**config.mk**
```make
export PLATFORM = sky130hd
export DESIGN_NAME = cdb_arbiter
export DESIGN_NICKNAME = d
export VERILOG_FILES = /design/src/rtl/cdb_arbiter.sv
export SDC_FILE = /design/constraint.sdc
export NUM_CORES = 1
export LEC_CHECK = 0
export CAP_MARGIN = 20
export CORE_ASPECT_RATIO = 1.75
export CORE_MARGIN = 5
export CORE_UTILIZATION = 44
export CTS_CLUSTER_DIAMETER = 40
export DETAILED_ROUTE_END_ITERATION = 10
export GPL_ROUTABILITY_DRIVEN = 0
export GPL_TIMING_DRIVEN = 0
export PLACE_DENSITY = 0.66
export REMOVE_ABC_BUFFERS = 1
export SETUP_SLACK_MARGIN = 0.1
export SYNTH_ARGS = -nofsm -noshare
export SYNTH_HDL_FRONTEND = slang
export SYNTH_SLANG_ARGS = --single-unit
```
**constraint.sdc**
```tcl
create_clock -name clock -period 5.8 [get_ports clock]
set_clock_uncertainty 0.05 [all_clocks]
set_input_delay 1.45 -clock clock [delete_from_list [all_inputs] [get_ports clock]]
set_output_delay 1.45 -clock clock [all_outputs]
set_load 0.02 [all_outputs]
```
**src/rtl/cdb_arbiter.sv**
```systemverilog
// cdb_arbiter: buffers functional-unit results per port and broadcasts one per cycle on the CDB.
// Latency: one cycle from FIFO head to registered Cdb_* outputs; no same-cycle bypass.
// Backpressure: fu_ready[i] drops while FIFO i holds DEPTH entries; flush discards all buffered results.

// Generic FIFO with pointer wrap modulo DEPTH and a synchronous clear.
module cdb_fifo #(
  parameter int W     = 8,
  parameter int DEPTH = 2
) (
  input  logic         clock,
  input  logic         reset,
  input  logic         clear,
  input  logic         push,
  input  logic [W-1:0] push_dat,
  input  logic         pop,
  output logic [W-1:0] head_dat,
  output logic         ready,
  output logic         not_empty
);
  localparam int PTR_W = (DEPTH > 1) ? $clog2(DEPTH) : 1;
  localparam int CNT_W = $clog2(DEPTH + 1);
  localparam logic [PTR_W-1:0] PTR_LAST = PTR_W'(DEPTH - 1);
  localparam logic [CNT_W-1:0] CNT_FULL = CNT_W'(DEPTH);

  logic [W-1:0]     mem [DEPTH];
  logic [PTR_W-1:0] wr_ptr;
  logic [PTR_W-1:0] rd_ptr;
  logic [CNT_W-1:0] count;
  logic             do_push;
  logic             do_pop;

  // ready comes from the registered count only, so a same-cycle pop never raises it
  assign ready     = (count < CNT_FULL);
  assign not_empty = (count != '0);
  assign do_push   = push && !clear && ready;
  assign do_pop    = pop && !clear && not_empty;
  assign head_dat  = mem[rd_ptr];

  // Pointer and occupancy bookkeeping; clear empties the FIFO in one edge
  always_ff @(posedge clock or negedge reset) begin
    if (!reset) begin
      wr_ptr <= '0;
      rd_ptr <= '0;
      count  <= '0;
    end else if (clear) begin
      wr_ptr <= '0;
      rd_ptr <= '0;
      count  <= '0;
    end else begin
      if (do_push) wr_ptr <= (wr_ptr == PTR_LAST) ? '0 : wr_ptr + 1'b1;
      if (do_pop)  rd_ptr <= (rd_ptr == PTR_LAST) ? '0 : rd_ptr + 1'b1;
      if (do_push && !do_pop)      count <= count + 1'b1;
      else if (!do_push && do_pop) count <= count - 1'b1;
    end
  end

  // Entry storage; contents are meaningless outside the occupied window so no reset
  always_ff @(posedge clock) begin
    if (do_push) mem[wr_ptr] <= push_dat;
  end
endmodule

module cdb_arbiter #(
  parameter int NUM_FU = 4,
  parameter int DEPTH  = 2,
  parameter int TAG_W  = 5
) (
  input  logic                clock,
  input  logic                reset,
  input  logic                flush,
  input  logic [NUM_FU-1:0]   fu_valid,
  output logic [NUM_FU-1:0]   fu_ready,
  input  logic [NUM_FU*TAG_W-1:0] fu_tag,
  input  logic [NUM_FU*32-1:0]    fu_data,
  input  logic [NUM_FU-1:0]   fu_branch,
  input  logic [NUM_FU-1:0]   fu_taken,
  output logic [TAG_W-1:0]    Cdb_rd_tag,
  output logic                Cdb_valid,
  output logic [31:0]         Cdb_data,
  output logic                Cdb_branch,
  output logic                Cdb_branch_taken
);
  localparam int IDX_W = (NUM_FU > 1) ? $clog2(NUM_FU) : 1;

  typedef struct packed {
    logic [TAG_W-1:0] tag;
    logic [31:0]      data;
    logic             branch;
    logic             taken;
  } cdb_ent_t;

  localparam int ENT_W = $bits(cdb_ent_t);

  cdb_ent_t          head [NUM_FU];
  logic [NUM_FU-1:0] push;
  logic [NUM_FU-1:0] pop;
  logic [NUM_FU-1:0] not_empty;
  logic [IDX_W-1:0]  last_grant;
  logic [IDX_W-1:0]  grant_idx;
  logic [IDX_W-1:0]  cand;
  logic              grant_vld;

  for (genvar i = 0; i < NUM_FU; i++) begin : g_port
    cdb_ent_t in_ent;
    assign in_ent = '{tag:    fu_tag[i*TAG_W +: TAG_W],
                      data:   fu_data[i*32 +: 32],
                      branch: fu_branch[i],
                      taken:  fu_taken[i]};
    assign push[i] = fu_valid[i] && fu_ready[i] && !flush;

    cdb_fifo #(.W(ENT_W), .DEPTH(DEPTH)) u_fifo (
      .clock     (clock),
      .reset     (reset),
      .clear     (flush),
      .push      (push[i]),
      .push_dat  (in_ent),
      .pop       (pop[i]),
      .head_dat  (head[i]),
      .ready     (fu_ready[i]),
      .not_empty (not_empty[i])
    );
  end

  // Round-robin pick of the first non-empty FIFO after last_grant; flush suppresses the grant
  always_comb begin
    grant_vld = 1'b0;
    grant_idx = last_grant;
    cand      = last_grant;
    pop       = '0;
    for (int k = 1; k <= NUM_FU; k++) begin
      cand = IDX_W'((int'(last_grant) + k) % NUM_FU);
      if (!grant_vld && not_empty[cand]) begin
        grant_vld = 1'b1;
        grant_idx = cand;
      end
    end
    if (flush) grant_vld = 1'b0;
    pop[grant_idx] = grant_vld;
  end

  // Priority pointer moves only when a grant is actually made
  always_ff @(posedge clock or negedge reset) begin
    if (!reset)         last_grant <= IDX_W'(NUM_FU - 1);
    else if (grant_vld) last_grant <= grant_idx;
  end

  // Broadcast register: payload holds when idle, taken is masked for non-branches
  always_ff @(posedge clock or negedge reset) begin
    if (!reset) begin
      Cdb_valid        <= 1'b0;
      Cdb_rd_tag       <= '0;
      Cdb_data         <= '0;
      Cdb_branch       <= 1'b0;
      Cdb_branch_taken <= 1'b0;
    end else if (grant_vld) begin
      Cdb_valid        <= 1'b1;
      Cdb_rd_tag       <= head[grant_idx].tag;
      Cdb_data         <= head[grant_idx].data;
      Cdb_branch       <= head[grant_idx].branch;
      Cdb_branch_taken <= head[grant_idx].taken & head[grant_idx].branch;
    end else begin
      Cdb_valid        <= 1'b0;
    end
  end
endmodule

```
==> impl_metrics.toml <==
[min_path]
hp-class = "flip-flop to flip-flop"
hp-start = "Cdb_data[15]"

[detailed_routing]
drcViolationCount = 0
vias_per_cell = 5.46
wl_met3_um = 1730
firstDrtPassIters = 5
highest-signal-layer = "met5"
wl_per_cell_um = 23.4
routed_wl_um = 39000
routed-via-count = 9078
final_antenna_net_count = 0
drt_iter0_markers = 496
met2_length_um = 21700
wl_met1_um = 14200

[global_routing]
grt_antenna_before_repair = 5
grt_pass1_vias = 9818
grt_max_degree = 53
grt_pass1_wl_um = 58200
grt-ovfl-total = 0
track_usage = 0.206

[placement]
dpl.hpwl_um = 27400
placed_cells = 1586
portBuffers = 206

[final_layout]
post-route-util = 0.576
final_common_cell = "edfxtp_1"
area_growth_pct = 30.4
multi_input_area_um2 = 3690
layout_common_cells = "312 x edfxtp_1, 205 x clkdlybuf4s50_1, 80 x o211ai_1"
final_layout_size_suffix_gt1_frac = 0.189
final_cells = 1664
fin_nets = 1337
fillerInstances = 2662
register_area_um2 = 10800

[timing]
setup_viol_count_final = 0
maxSlewHeadroom = 0.359
worst_pin_slew_ps = 957
finalCritPeriodShare = 0.681
slew_violations = 0
fmax_mhz = 253
finalHoldViolCount = 0
rsz0062_at_grt = "false"
fin_crit_ps = 3950

[pwr]
switching_power_w = 0.00376
p_int_w = 0.00644
leakagePower_nw = 6.42
switching_share = 0.369
finalPower_w = 0.0102
sequentialPowerShare = 0.354
combPwrFrac = 0.403
p_clk_frac = 0.243
powerDensity_nw_per_um2 = 529
peakVddDrop_v = 0.000544

[setup_path]
criticalPathCategory = "input port to flip-flop"
crit_required_ps = 6200
r2r-start = "g_port[1].u_fifo.count[0]"
arrival_ps = 4350
critPathLaunchType = "input port"
cp-startpoint = "flush"
r2r_slack_ps = 2830
crit_fanout = 28
critPathCaptureType = "flip-flop"

[yosys]
synth_edf_count = 312
synth_warnings = 0
synth_seq_cells = 370
ys_types = 49
synth_area_um2 = 14800
synthCells = 937
ys_seq_area_frac = 0.732
async_flop_share = 0.157
synth_ff_type = "edfxtp_1"
syn_area_per_cell_um2 = 15.8

[clock_network]
cts_max_path_buffers = 3
cts_resized = 0
cts_buffers = 40
post_cts.repair.setup_buffers = 0
hold_buffers = 0
clkLatencyLatePin_ps = 530
htree_levels = 2
clkTransAtPathRegs_ps = 60
root_buffer = "clkbuf_16"
cts_tree = "done"
cts_sinks = 370

[die]
die_x_um = 149
fp.dieH_um = 253
pin_count = 207
initial_core_util = 0.441
core_um2 = 33500
rows = 89
die_area_um2 = 37500

[status]
status = "finished clean"

[run]
cap_violations = 0
-- through the flow --
| step | TNS [ps] | worst slack [ps] | instance area [µm²] | hold slack (ps) |
|---|---|---|---|---|
| after floorplan | 0 | 397 | 14500 | 462 |
| after global placement | -1129970 | -6020 | 17100 | 433 |
| after detailed placement | 0 | 897 | 18000 | 436 |
| after CTS | 0 | 1450 | 19300 | 449 |
| after global routing | 0 | 1700 | 19300 | 478 |
| final | 0 | 1850 | 19300 | 443 |
-- sequential cells by signal, summed over array words and instances, names as in the netlist --
signal                flops
Cdb_branch_taken          1
g_port.u_fifo.wr_ptr      4
Cdb_valid                 1
g_port.u_fifo.mem       312
Cdb_branch                1
g_port.u_fifo.rd_ptr      4
Cdb_data                 32
Cdb_rd_tag                5
last_grant                2
g_port.u_fifo.count       8
-- cell type report --
type / count / share of cell area
clock inverter: 18 / 0.00837
tap: 455 / 0.0295
timing repair buffer: 266 / 0.149
multi-input combinational: 488 / 0.191
sequential: 370 / 0.561
inverter: 8 / 0.00156
antenna: 3 / 0.000389
clock buffer: 56 / 0.0587
-- power by group through the flow --
stage	Clock [W]	Sequential, W	Combinational [W]
final	0.00248	0.00361	0.00411
after global routing	0.00264	0.00366	0.00442
after CTS	0.00254	0.00362	0.00415
after detailed placement	0	0.00367	0.00414
after global placement	0	0.00388	0.00333
after floorplan	0	0.00384	0.00200
-- per-layer routing --
| metal | up-vias | GRT usage |
|---|---|---|
| li1 | 4153 | - |
| met1 | 4570 | 0.229 |
| met2 | 269 | 0.392 |
| met3 | 82 | 0.0327 |
| met4 | 4 | 0.0774 |
| met5 | - | 0 |
-- cells in the mapped netlist, drive strengths merged, types with 3 or more instances --
library cell,count,share of area
a21oi,47,0.016
a31oi,4,0.0017
a32oi,4,0.0024
buf,28,0.012
clkbuf,43,0.011
dfrtp,56,0.095
edfxtp,312,0.63
inv,8,0.0020
mux2,75,0.057
mux2i,74,0.050
nand2,50,0.013
nor2,11,0.0033
nor2b,4,0.0017
nor3,44,0.015
nor3b,4,0.0020
nor4,3,0.0017
o211ai,80,0.041
o21ai,47,0.016
o31ai,5,0.0025
or2,4,0.0019
or3,3,0.0013
or4,4,0.0020
xor2,4,0.0024
-- worst max-delay path, cell delays in order --
cell and delay (ps):
clkdlybuf4s50_1 710, a21o_2 490, buf_12 250, nor4_2 570, buf_4 270, buf_4 180, buf_4 190, o211ai_1 110
o211ai_1 110
-- kinds of logic after synthesis --
group,share of synthesized area
buffers and inverters,0.0251
muxes,0.107
AOI/OAI and AO/OA,0.0897
and+or+nand+nor,0.0439
DFF,0.732
xor gates and xnor gates,0.00237
-- path summary, 6_finish.rpt --
kind                                 endpoint  cells past startpoint
worst max register to register  Cdb_rd_tag[4]                      9
worst min-delay path             Cdb_data[15]                      2
max in group asynchronous       last_grant[1]                      2
worst min register to register   Cdb_data[15]                      2
min in group asynchronous        Cdb_data[30]                      1
worst max-delay path            Cdb_rd_tag[4]                      9
Note: power is estimated with default switching activity, not from simulation.
